**src/rtl/mem_access_arbiter.sv**
```systemverilog
// Arbitrates the single data-memory port between instruction fetch and the load/store unit.
// Round-robin grant, command latched at grant, issue/response handshake toward memory.
module mem_access_arbiter #(
    parameter int unsigned ADDR_W = 32,
    parameter int unsigned DATA_W = 32
) (
    input  logic                clock,
    input  logic                reset,
    input  logic                ifu_req_i,
    input  logic [ADDR_W-1:0]   ifu_addr_i,
    output logic                ifu_done_o,
    output logic [DATA_W-1:0]   ifu_rdata_o,
    input  logic                lsu_req_i,
    input  logic                lsu_we_i,
    input  logic [ADDR_W-1:0]   lsu_addr_i,
    input  logic [DATA_W-1:0]   lsu_wdata_i,
    input  logic [DATA_W/8-1:0] lsu_wmask_i,
    output logic                lsu_done_o,
    output logic [DATA_W-1:0]   lsu_rdata_o,
    output logic                mem_valid_o,
    input  logic                mem_ready_i,
    output logic                mem_we_o,
    output logic [ADDR_W-1:0]   mem_addr_o,
    output logic [DATA_W-1:0]   mem_wdata_o,
    output logic [DATA_W/8-1:0] mem_wmask_o,
    input  logic                mem_rvalid_i,
    input  logic [DATA_W-1:0]   mem_rdata_i,
    output logic                busy_o
);

    typedef enum logic [1:0] {StIdle, StIssue, StWait, StDone} state_e;

    state_e state;
    logic   owner;       // 1 = LSU owns the port, 0 = IFU
    logic   last_owner;  // 1 = LSU was granted last
    logic   grant_lsu;

    // On a tie the requester that did not win last time gets the port.
    assign grant_lsu = lsu_req_i && (!ifu_req_i || !last_owner);

    always_ff @(posedge clock or negedge reset) begin
        if (!reset) begin
            state       <= StIdle;
            owner       <= 1'b0;
            last_owner  <= 1'b0;
            mem_valid_o <= 1'b0;
            mem_we_o    <= 1'b0;
            mem_addr_o  <= '0;
            mem_wdata_o <= '0;
            mem_wmask_o <= '0;
            ifu_done_o  <= 1'b0;
            lsu_done_o  <= 1'b0;
            ifu_rdata_o <= '0;
            lsu_rdata_o <= '0;
            busy_o      <= 1'b0;
        end else begin
            ifu_done_o <= 1'b0;
            lsu_done_o <= 1'b0;
            case (state)
                StIdle: begin
                    if (ifu_req_i || lsu_req_i) begin
                        owner       <= grant_lsu;
                        last_owner  <= grant_lsu;
                        mem_valid_o <= 1'b1;
                        busy_o      <= 1'b1;
                        state       <= StIssue;
                        if (grant_lsu) begin
                            mem_we_o    <= lsu_we_i;
                            mem_addr_o  <= lsu_addr_i;
                            mem_wdata_o <= lsu_wdata_i;
                            mem_wmask_o <= lsu_wmask_i;
                        end else begin
                            mem_we_o    <= 1'b0;
                            mem_addr_o  <= ifu_addr_i;
                            mem_wdata_o <= '0;
                            mem_wmask_o <= '0;
                        end
                    end
                end
                StIssue: begin
                    if (mem_ready_i) begin
                        mem_valid_o <= 1'b0;
                        state       <= StWait;
                    end
                end
                StWait: begin
                    if (mem_rvalid_i) begin
                        if (owner) begin
                            lsu_rdata_o <= mem_rdata_i;
                            lsu_done_o  <= 1'b1;
                        end else begin
                            ifu_rdata_o <= mem_rdata_i;
                            ifu_done_o  <= 1'b1;
                        end
                        state <= StDone;
                    end
                end
                StDone: begin
                    busy_o <= 1'b0;
                    state  <= StIdle;
                end
                default: state <= StIdle;
            endcase
        end
    end

endmodule

```
**config.mk**
```make
export PLATFORM = sky130hd
export DESIGN_NAME = mem_access_arbiter
export DESIGN_NICKNAME = d
export VERILOG_FILES = /design/src/rtl/mem_access_arbiter.sv
export SDC_FILE = /design/constraint.sdc
export NUM_CORES = 1
export LEC_CHECK = 0
export CORE_MARGIN = 4
export CORE_UTILIZATION = 36
export DETAILED_ROUTE_END_ITERATION = 10
export PLACE_DENSITY = 0.85
export RECOVER_POWER = 25
export SYNTH_ARGS = -nofsm -noshare
export SYNTH_HDL_FRONTEND = slang
export SYNTH_SLANG_ARGS = --single-unit
```
**constraint.sdc**
```tcl
create_clock -name clock -period 1.6 [get_ports clock]
set_input_delay 0.4 -clock clock [delete_from_list [all_inputs] [get_ports clock]]
set_output_delay 0.4 -clock clock [all_outputs]
set_load 0.01 [all_outputs]
```
==> results of run 1 <==
-- cells by family (layout without fill, tap and decap cells) --
logic type | after synthesis | after routing
flip-flops | 140 | 140
buffers and inverters | 32 | 343
adder cells (fa/ha/maj) | 6 | 6
multiplexers | 65 | 65
AND/OR/NAND/NOR | 73 | 73
AO/OA/AOI/OAI | 112 | 112
-- power breakdown --
part,switching (mW),total [mW],internal (mW),leakage (nW)
clock network,1.47,4.20,2.73,0.313
logic,3.35,7.19,3.84,2.36
registers,0.907,6.11,5.21,1.69
total,5.72,17.5,11.8,4.36
-- routing by layer --
| layer | vias up | GRT usage | part of all wire | wire length (µm) |
|---|---|---|---|---|
| li1 | 2109 | - | - | - |
| met2 | 214 | 0.348 | 0.52 | 8770 |
| met4 | 0 | 0.0642 | 0.014 | 238 |
| met1 | 2323 | 0.212 | 0.39 | 6490 |
| met5 | - | 0 | 0 | 0 |
| met3 | 15 | 0.0740 | 0.080 | 1350 |
-- flip-flops by register name (all words and copies together), names as in the netlist, 2 cells and up --
signal,count
mem_wmask_o,4
lsu_rdata_o,32
mem_addr_o,32
ifu_rdata_o,32
mem_wdata_o,32
state,2
-- critical path, cell delays in order (launching register included) --
cell,delay (ps)
dfrtp_1,380
inv_2,80
ha_2,190
nor3b_2,190
or4_1,500
o21a_1,130
-- Yosys cell counts --
library cell	n	area, µm²
a21bo_2	1	10.0
nand3_2	1	10.0
dfrtp_1	140	3500
nor3_1	1	5.00
a21boi_4	1	18.8
nor2_1	33	124
mux2_2	65	732
or4_1	1	7.51
and2_1	1	6.26
o21a_1	2	15.0
a21oi_1	64	320
a22o_1	37	324
inv_1	5	18.8
a21o_1	1	7.51
nand3b_1	1	7.51
clkbuf_1	10	37.5
buf_1	2	7.51
o21ai_2	1	8.76
nor2b_1	2	12.5
o21ai_0	2	10.0
nand2_1	32	120
buf_6	3	33.8
o31ai_1	2	15.0
o311ai_0	1	8.76
ha_1	6	75.1
buf_4	4	30.0
buf_2	8	40.0
nor3b_1	1	7.51
-- worst paths after layout --
path / from / slack, ps / end
worst min-delay path: lsu_rdata_o[15] / 500 / lsu_rdata_o[15]
worst max register to register: state[1] / 9 / state[0]
min in group asynchronous: reset / 690 / ifu_rdata_o[12]
max in group asynchronous: reset / 130 / mem_wdata_o[28]
worst max-delay path: state[1] / 9 / state[0]
worst min register to register: lsu_rdata_o[15] / 500 / lsu_rdata_o[15]
-- metrics by stage --
step                      instances  instance area, µm²
after floorplan                 428                5520
final                           923                9250
after CTS                       920                9190
after global placement          886                8690
after detailed placement        886                8690
after global routing            923                9250
-- repair_timing --
action	in CTS	in global routing
pin swaps	1	2
endpoints found under the setup margin	168	111
hold buffers	1	0
hold endpoints to repair	31	0
gates resized for setup	140	8
setup buffers	1	2
cloned	0	1
-- final cells by class --
class,count,area [µm²],area share
Sequential cell,140,3500,0.379
Timing Repair Buffer,306,2970,0.321
Multi-Input combinational cell,256,1890,0.205
Clock buffer,21,470,0.0509
Tap cell,184,230,0.0249
Clock inverter,11,165,0.0179
Inverter,5,18.8,0.00203
==> flow_metrics.tcl, run 1 <==
set metrics [dict create \
    status "complete, no violations" \
    synth_xor_area_frac 0 \
    ys_warn_count 0 \
    power_mw 17.5 \
    antenna_found_initial 0 \
    cts_made_buffers 17 \
    seq_area_frac_synth 0.635 \
    cts-root-buf "clkbuf_16" \
    first_pass_iters 4 \
    slew_headroom 0.359 \
    drive_above_1_share 0.189 \
    core_region_area_um2 14800 \
    cts.sinks 140 \
    grt_first_pass_wirelength_mm 27.2 \
    clk_pin_slew_ps 60 \
    path_class "flop to flop" \
    wl_mm 16.8 \
    setup_viol 0 \
    post-route-drc-count 0 \
    startpoint_type "flop" \
    cp.required_ps 1890 \
    final.setup.worst_slack_ps 9.00 \
    io_pins 276 \
    die_h_um 132 \
    reg2reg_depth 5 \
    syn_inst 428 \
    setup_tns_ps 0 \
    max_freq_mhz 629 \
    syn_area_um2 5520 \
    synth.avg_cell_area_um2 12.9 \
    maxCapViolCount 0 \
    gp_congestion 0.810 \
    cp_max_fo 4 \
    drtAntennaViolNets 0 \
    grt_pass1_vias 5138 \
    dpl.hpwl_mm 12.7 \
    cts_buffer_depth 2 \
    final_nets 871 \
    synth_compound_area_frac 0.134 \
    final_core_util 0.627 \
    cts_tree "built" \
    diodes 0 \
    synth-simple-area-share 0.0544 \
    layout_min_cycle_time_ps 1590 \
    die_w_um 132 \
    overflow 0 \
    clk_latency_ps 410 \
    ir_drop_uv 890 \
    vias_per_cell 5.05 \
    ys_ff_latch 140 \
    synth_top_family_by_area "compound AO/OA/AOI/OAI gates" \
    rsz0062_at_grt "true" \
    htree_num_levels 4 \
    final_cell_mix "140 x dfrtp_1, 137 x clkdlybuf4s50_1, 137 x dlygate4sd2_1, 64 x mux2_2, 63 x a21oi_1" \
    synth_fa_ha_area_frac 0.0136 \
    clock_skew_ps 7.03 \
    avgRoutedWirePerCell_um 18.3 \
    synth_fp_nets 573 \
    critPathCaptureType "flop" \
    worstPathArrival_ps 1880 \
    p_per_area_nw_per_um2 1890 \
    hold_violations 0 \
    fin_crit_sh 0.994 \
    hold_ws_ps 500 \
    row_count 44 \
    io_buffers 275 \
    n_fill_cell 1188 \
    final_common_cell "dfrtp_1" \
    grt_max_degree 48 \
    start_util 0.374 \
    via_count 4661 \
    track_usage 0.194 \
    tightest_slew_ps 961 \
    syn_to_final_growth_pct 67.6 \
    hold_depth 1 \
    preCtsSetupSlack_ps -330 \
    min_path_type "flop to flop" \
    drv_slew 0 \
    p_leak_nw 4.36 \
    drt_iter0_markers 199 \
    muxShareOfSynthArea 0.133 \
    synth.distinct_cells 28 \
    die_area_um2 17400 \
]
(Power assumes the default switching activity.)
==> inputs of run 2 (changes only) <==
--- a/config.mk
+++ b/config.mk
@@ -10,6 +10,7 @@
 export DETAILED_ROUTE_END_ITERATION = 10
 export PLACE_DENSITY = 0.85
 export RECOVER_POWER = 25
+export REMOVE_ABC_BUFFERS = 1
 export SYNTH_ARGS = -nofsm -noshare
 export SYNTH_HDL_FRONTEND = slang
 export SYNTH_SLANG_ARGS = --single-unit
==> flow_metrics.tcl, run 2 (synthesis gave the netlist of run 1 again) <==
set metrics [dict create \
    placed_area_um2 8620 \
    clock_skew_ps 7.96 \
    final_cell_mix "139 x dfrtp_1, 137 x dlygate4sd2_1, 136 x clkdlybuf4s50_1, 64 x mux2_2, 63 x a21oi_1" \
    seqCellArea_um2 3500 \
    overflow 0 \
    setup_viol 1 \
    path_class "flop to flop" \
    row_count 44 \
    final.setup.worst_slack_ps -0.399 \
    final_nets 880 \
    final_core_util 0.633 \
    htree_num_levels 4 \
    worstPathArrival_ps 1880 \
    grt_first_pass_wirelength_mm 27.3 \
    final_common_cell "dfrtp_1" \
    vias_per_cell 5.04 \
    drive_above_1_share 0.193 \
    violations "setup timing" \
    max_freq_mhz 625 \
    drt_iter0_markers 287 \
    power_mw 17.6 \
    antenna_found_initial 0 \
    gp_congestion 0.839 \
    maxCapViolCount 0 \
    cts_made_buffers 17 \
    cts.sinks 140 \
    wl_mm 18.4 \
    preCtsSetupSlack_ps -395 \
    drv_slew 0 \
    io_buffers 275 \
    grt_pass1_vias 5129 \
    avgRoutedWirePerCell_um 19.8 \
    diodes 0 \
    tightest_slew_ps 946 \
    core_region_area_um2 14800 \
    track_usage 0.196 \
    drtAntennaViolNets 0 \
    die_area_um2 17400 \
    final_area_um2 9330 \
    setup_tns_ps -0.399 \
    cts_buffer_depth 2 \
    startpoint_type "flop" \
    grt_max_degree 70 \
    start_util 0.374 \
    first_pass_iters 5 \
    cp_max_fo 9 \
    dpl.hpwl_mm 12.5 \
    cts_tree "built" \
    status "finished, violations left" \
    via_count 4693 \
    io_pins 276 \
    multiInputGateArea_um2 1910 \
    fin_crit_sh 1.00 \
    syn_to_final_growth_pct 69.2 \
    p_leak_nw 4.41 \
    die_h_um 132 \
    worst-r2r-setup-slack_ps -0.4 \
    critPathCaptureType "flop" \
    hold_violations 0 \
    clk_pin_slew_ps 50 \
    slew_headroom 0.369 \
    clk_latency_ps 400 \
    post-route-drc-count 0 \
    p_per_area_nw_per_um2 1890 \
    n_fill_cell 1112 \
    rsz0062_at_grt "true" \
    ir_drop_uv 999 \
    min_path_type "flop to flop" \
    die_w_um 132 \
    cp.required_ps 1880 \
    cts-root-buf "clkbuf_16" \
    layout_min_cycle_time_ps 1600 \
]
-- run 2: cell count changes in the layout (fill, tap and decap cells not counted), moves of 2 or more --
cell	change
buf_6	+8
bufinv_16	-2
ha_2	-2
clkinv_2	-2
clkbuf_16	+2
clkbuf_1	+5
clkbuf_4	-2
ha_4	+2
buf_12	-2
-- run 2: stage by stage --
step / hold slack [ps] / std cells
finish: 498 / 931
global route: 508 / 931
CTS: 476 / 916
detailed placement: 344 / 881
global placement: 338 / 881
floorplan: 104 / 401
-- run 2: report_power, final --
group | total [mW] | internal [mW] | switching (mW)
registers | 6.10 | 5.21 | 0.894
logic | 7.75 | 4.12 | 3.63
clock network | 3.75 | 2.37 | 1.38
-- run 2: cell type report --
cell class                      count  share of cell area
Tap cell                          184              0.0247
Inverter                            5             0.00228
Clock buffer                       25              0.0509
Clock inverter                      6             0.00938
Timing Repair Buffer              315               0.333
Multi-Input combinational cell    256               0.204
Sequential cell                   140               0.375
-- run 2: what timing repair did --
item,4_1_cts,5_1_grt
pin swaps,4,1
hold buffers,1,0
endpoints found under the setup margin,177,97
buffers inserted,2,7
cloned,1,8
endpoints found under the hold margin,30,0
resized for setup,141,16
-- run 2: path summary, 6_finish.rpt --
path,start,end,cells after the start
worst min register to register,lsu_rdata_o[28],lsu_rdata_o[28],1
min in group asynchronous,reset,mem_addr_o[25],2
worst min-delay path,lsu_rdata_o[28],lsu_rdata_o[28],1
max in group asynchronous,reset,mem_wdata_o[6],3
worst max register to register,state[1],mem_wdata_o[17],7
worst max-delay path,state[1],mem_wdata_o[17],7
-- run 2: routing by layer --
layer	global-route usage	part of all wire	vias to the layer above
li1	-	-	2127
met1	0.218	0.38	2325
met2	0.348	0.53	205
met3	0.0557	0.060	36
met4	0.0881	0.030	0
met5	0	0	-
-- run 2: worst max-delay path, stage by stage, from the launching register on --
cell	delay [ps]
dfrtp_2	460
inv_4	100
ha_4	130
buf_6	120
o21ai_4	90
buf_6	170
clkbuf_16	160
a22o_1	240
